==> src/rtl/shift_sub_divider.sv <==
// shift_sub_divider: sequential radix-2 restoring unsigned divider, one quotient bit per clock
module shift_sub_divider #(
  parameter int WIDTH = 32
) (
  input  logic             clk,
  input  logic             rst,
  input  logic             start,
  input  logic [WIDTH-1:0] dividend,
  input  logic [WIDTH-1:0] divisor,
  output logic [WIDTH-1:0] quotient,
  output logic [WIDTH-1:0] remainder,
  output logic             busy,
  output logic             done,
  output logic             div_by_zero
);
  localparam int CNT_W = $clog2(WIDTH) + 1;
  typedef enum logic [1:0] {IDLE, RUN, FIN} state_t;
  state_t           state_q;
  logic [WIDTH-1:0] q_q, r_q, d_q, diff_d;
  logic [CNT_W-1:0] cnt_q;
  logic [WIDTH:0]   trial_d;
  logic             ge_d, busy_q, done_q, dbz_q;
  // trial keeps the shifted-out remainder MSB, so divisors up to 2^WIDTH-1 compare correctly
  always_comb begin
    trial_d = {r_q, q_q[WIDTH-1]};
    ge_d    = trial_d >= {1'b0, d_q};
    diff_d  = trial_d[WIDTH-1:0] - d_q;
  end
  always_ff @(posedge clk) begin
    if (rst) begin
      state_q <= IDLE;
      q_q     <= '0;
      r_q     <= '0;
      d_q     <= '0;
      cnt_q   <= '0;
      busy_q  <= 1'b0;
      done_q  <= 1'b0;
      dbz_q   <= 1'b0;
    end else if (start && state_q != RUN) begin
      state_q <= RUN;
      d_q     <= divisor;
      q_q     <= dividend;
      r_q     <= '0;
      cnt_q   <= '0;
      busy_q  <= 1'b1;
      done_q  <= 1'b0;
      dbz_q   <= 1'b0;
    end else if (state_q == RUN) begin
      if (d_q == '0) begin
        state_q <= FIN;
        q_q     <= '1;
        r_q     <= q_q;
        busy_q  <= 1'b0;
        done_q  <= 1'b1;
        dbz_q   <= 1'b1;
      end else begin
        r_q   <= ge_d ? diff_d : trial_d[WIDTH-1:0];
        q_q   <= {q_q[WIDTH-2:0], ge_d};
        cnt_q <= cnt_q + 1'b1;
        if (cnt_q == CNT_W'(WIDTH - 1)) begin
          state_q <= FIN;
          busy_q  <= 1'b0;
          done_q  <= 1'b1;
        end
      end
    end
  end
  assign quotient    = q_q;
  assign remainder   = r_q;
  assign busy        = busy_q;
  assign done        = done_q;
  assign div_by_zero = dbz_q;
endmodule
==> config.mk <==
export PLATFORM = sky130hd
export DESIGN_NAME = shift_sub_divider
export DESIGN_NICKNAME = d
export VERILOG_FILES = /design/src/rtl/shift_sub_divider.sv
export SDC_FILE = /design/constraint.sdc
export NUM_CORES = 1
export LEC_CHECK = 0
export CAP_MARGIN = 0
export CORE_MARGIN = 8
export CORE_UTILIZATION = 46
export CTS_CLUSTER_SIZE = 16
export DETAILED_ROUTE_END_ITERATION = 8
export GPL_TIMING_DRIVEN = 0
export HOLD_SLACK_MARGIN = 0.03
export PLACE_DENSITY = 0.74
export SLEW_MARGIN = 20
export SYNTH_ARGS = -nofsm -noshare
export SYNTH_HDL_FRONTEND = slang
export SYNTH_SLANG_ARGS = --single-unit
==> constraint.sdc <==
create_clock -name clk -period 2.79 [get_ports clk]
set_input_delay 0.6975 -clock clk [delete_from_list [all_inputs] [get_ports clk]]
set_output_delay 0.6975 -clock clk [all_outputs]
set_load 0.02 [all_outputs]
==> Implementation_results.wiki <==
{| class="wikitable"
! Metric !! Value
|-
| Top cells by count, synth || sky130_fd_sc_hd__nand2_1, sky130_fd_sc_hd__dfxtp_1, sky130_fd_sc_hd__nor2_1
|-
| Number of buffers created by CTS || 9
|-
| Number of clock sinks seen by CTS || 105
|-
| Count of final max-slew check failures || 0
|-
| Final sum of negative setup slack || -0.246 ns
|-
| Post-CTS clock slew at the launch and capture registers of the worst setup and hold paths || 0.08 ns
|-
| Violated checks || setup timing
|-
| Proportion of synthesized chip area in sequential cells || 31.7%
|-
| Post-route DRC || 0
|-
| Worst endpoint data arrival time || 3.17 ns
|-
| Count of filler cells inserted in the layout || 1175
|-
| Post-route antenna net violation count || 0
|-
| Startpoint-to-endpoint class of the critical path || reg -> reg
|-
| Final worst path period need || 2.91 ns
|-
| First-pass GRT wire length || 35700 µm
|-
| Area overhead of the layout relative to synthesis || 44.3%
|-
| Cell area after synthesis || 6630 µm²
|-
| CP max FO || 2
|-
| Pin count of the biggest net entering global routing || 19
|-
| Global-route congestion overflow total || 0
|-
| Number of synthesis warnings || 0
|-
| Number of global-route vias before repair || 6942
|-
| Mean post-synth cell area || 7.91 µm²
|-
| Share of the synthesized area in the top cell type || 31.7%
|-
| Chip height || 136 µm
|-
| Die outline width || 136 µm
|-
| Initial DRT Pass Iterations || 7
|-
| Skew-Pair Late Insertion Delay || 0.37 ns
|-
| Primary flip-flop cell chosen by synthesis mapping || sky130_fd_sc_hd__dfxtp_1
|-
| Outcome || complete, but fails checks
|-
| Share of synthesized flip-flops with an asynchronous set or reset || 0%
|-
| Number of buffers and inverters on the critical path || 1
|-
| Routability cong. || 0.883
|-
| CTS H-Tree Depth || 3
|-
| I/O pins || 134
|-
| Hold crit path type || reg -> reg
|-
| Cell chain of the critical path || inv_4 -> ha_4 -> fa_2 -> nor2b_4 -> o2111ai_4 -> a21oi_4 -> a211oi_4 -> a21oi_2 -> nand2_1 -> a311oi_2 -> mux2_4 -> o21a_1
|-
| Post-DR wirelength/cell || 19.6 µm
|-
| Kind of end point of the critical path || flip-flop
|-
| Slew at the pin closest to its max-slew limit || 0.804 ns
|-
| Synth area leaders || sky130_fd_sc_hd__dfxtp_1, sky130_fd_sc_hd__ha_1, sky130_fd_sc_hd__mux2i_1
|-
| All-Layer GR Usage || 24.2%
|-
| Multi-input combinational cell area || 4660 µm²
|-
| Count of different cell masters after synthesis || 61
|-
| Max layer used || met4
|-
| CTS tree || built
|-
| Final Cycle Share || 104%
|-
| Final-layout worst hold slack || 0.473 ns
|-
| Full die area || 18500 µm²
|-
| Starting utilization of the core area || 46.3%
|-
| Final setup violation count || 9
|-
| Synthesized instance count || 838
|-
| CORE AREA || 14300 µm²
|-
| Placed cell count || 1154
|-
| Antenna violations before repair || 0
|-
| Total length of routed met2 wires || 11300 µm
|-
| Post-synth top area cell || sky130_fd_sc_hd__dfxtp_1
|-
| Average via count per standard cell || 5.97
|-
| WP data required || 3.05 ns
|-
| Antenna diodes || 0
|-
| Skew final || 0.0121 ns
|-
| Root buffer selected by CTS || sky130_fd_sc_hd__clkbuf_16
|-
| Synthesized net count || 939
|-
| Slowest Stage Delay on Critical Path || 0.37 ns
|-
| Setup WS pre-CTS || -0.449 ns
|-
| Leak || 3.79 nW
|-
| Max-slew headroom || 46.4%
|-
| Max cap viols || 0
|-
| RSZ-0062 raised after global routing || yes
|-
| Number of buffers inserted by port buffering || 132
|-
| Post-route insts no fill || 1212
|-
| Number of nets in the finished design || 1124
|-
| Area taken by flip-flops and latches || 2170 µm²
|-
| Post-synth EDFFs || 0
|-
| Final WL || 23800 µm
|-
| Detailed-placement wirelength estimate || 16900 µm
|-
| Met3 routed wirelength || 1730 µm
|-
| Via total after detailed routing || 7234
|-
| Starting DRC count in detailed routing || 562
|-
| Power per cell area || 714 nW/µm²
|-
| Number of failing hold endpoints at the final stage || 0
|-
| Fraction of final layout cells with drive strength greater than 1 || 20.6%
|-
| Standard cell with the maximum stage delay on the critical path || sky130_fd_sc_hd__fa_2
|-
| Bufs on Longest Clock Path || 2
|-
| Upper clock frequency limit || 344 MHz
|-
| Post-layout utilization of the core || 66.9%
|-
| Worst setup slack after layout || -0.120 ns
|-
| Dominant delay contributor by cell family on the critical path || compound AO/OA/AOI/OAI gates
|-
| Peak ir drop on the vdd network || 0.412 mV
|-
| Startpoint Class || flip-flop
|-
| # rows || 44
|-
| Detailed-routing wirelength on met1 || 9810 µm
|-
| Most instantiated library cell after synthesis || sky130_fd_sc_hd__nand2_1
|-
| #FFs+latches synth || 105
|}
==> layer usage <==
metal,up-vias,track usage (%)
met4,0,11.0
li1,3388,-
met1,3452,30.0
met2,328,39.5
met5,-,0
met3,66,5.10
==> logic make-up after synthesis <==
logic type,Yosys count,share of synthesized area (%)
AO/OA/AOI/OAI,238,25.9
XOR/XNOR,29,3.83
adder cells (fa/ha/maj),34,6.53
buffers and inverters,101,6.41
flip-flops,105,31.7
multiplexers,41,6.21
AND/OR/NAND/NOR,290,19.4
==> worst paths after layout <==
kind                        startpoint                    endpoint  slack, ns  depth (start not counted)
min                d_q[4]$_SDFFE_PP0P_         d_q[4]$_SDFFE_PP0P_       0.47                          2
min reg2reg        d_q[4]$_SDFFE_PP0P_         d_q[4]$_SDFFE_PP0P_       0.47                          2
max reg2reg  quotient[31]$_SDFFE_PP0P_  remainder[26]$_SDFFE_PP0P_      -0.12                         12
max          quotient[31]$_SDFFE_PP0P_  remainder[26]$_SDFFE_PP0P_      -0.12                         12
==> sequential cells by signal, summed over array words and instances, names as in the netlist <==
signal,cells
d_q,32
state_q,2
div_by_zero,1
cnt_q,6
quotient,32
remainder,32
==> tightest hold or removal path: stages, from the launching register on <==
cell                      delay (ns)
sky130_fd_sc_hd__dfxtp_2        0.33
sky130_fd_sc_hd__nand2_1        0.05
sky130_fd_sc_hd__a21oi_1        0.05
==> timing repair <==
item / 4_1_cts / 5_1_grt
cloned: 2 / 1
hold buffers: 0 / 0
setup endpoints to repair: 33 / 32
pin swaps: 20 / 37
buffers inserted: 22 / 23
gates resized for setup: 88 / 81
==> where the power goes <==
group | total [mW] | internal, mW | switching (mW) | leakage, nW
registers | 1.79 | 1.63 | 0.169 | 0.878
clock network | 1.39 | 0.763 | 0.626 | 0.156
logic | 3.65 | 1.79 | 1.86 | 2.76
==> final cells by class <==
type                       instances  area share (%)
buffer                            56            3.05
clock buffer                      11            2.65
clock inverter                     5           0.680
inverter                          39            1.56
multi-input combinational        632            48.7
sequential                       105            22.6
tap                              184            2.41
timing repair buffer             180            18.3
==> placed cells by master, fill, tap and decap left out, types with 9 or more instances in the layout <==
cell	instances
sky130_fd_sc_hd__nand3_1	28
sky130_fd_sc_hd__nand4_1	12
sky130_fd_sc_hd__ha_1	12
sky130_fd_sc_hd__a221oi_1	32
sky130_fd_sc_hd__o31ai_2	11
sky130_fd_sc_hd__dfxtp_2	25
sky130_fd_sc_hd__buf_6	10
sky130_fd_sc_hd__ha_4	16
sky130_fd_sc_hd__clkdlybuf4s50_1	132
sky130_fd_sc_hd__dfxtp_4	9
sky130_fd_sc_hd__clkbuf_16	11
sky130_fd_sc_hd__a21oi_1	68
sky130_fd_sc_hd__clkbuf_1	42
sky130_fd_sc_hd__xor2_1	10
sky130_fd_sc_hd__dfxtp_1	71
sky130_fd_sc_hd__o21ai_0	20
sky130_fd_sc_hd__nor2_1	90
sky130_fd_sc_hd__inv_1	33
sky130_fd_sc_hd__mux2i_1	38
sky130_fd_sc_hd__xnor2_1	19
sky130_fd_sc_hd__nand2_1	105
sky130_fd_sc_hd__a211oi_2	15
sky130_fd_sc_hd__buf_4	40
==> metrics by stage <==
step           power, mW  cell area, µm²
2_1_floorplan       3.70            6660
3_3_place_gp        4.44            8210
3_5_place_dp        4.47            8210
4_1_cts             6.32            9050
5_1_grt             7.13            9570
6_report            6.83            9570
(Power assumes the default switching activity.)
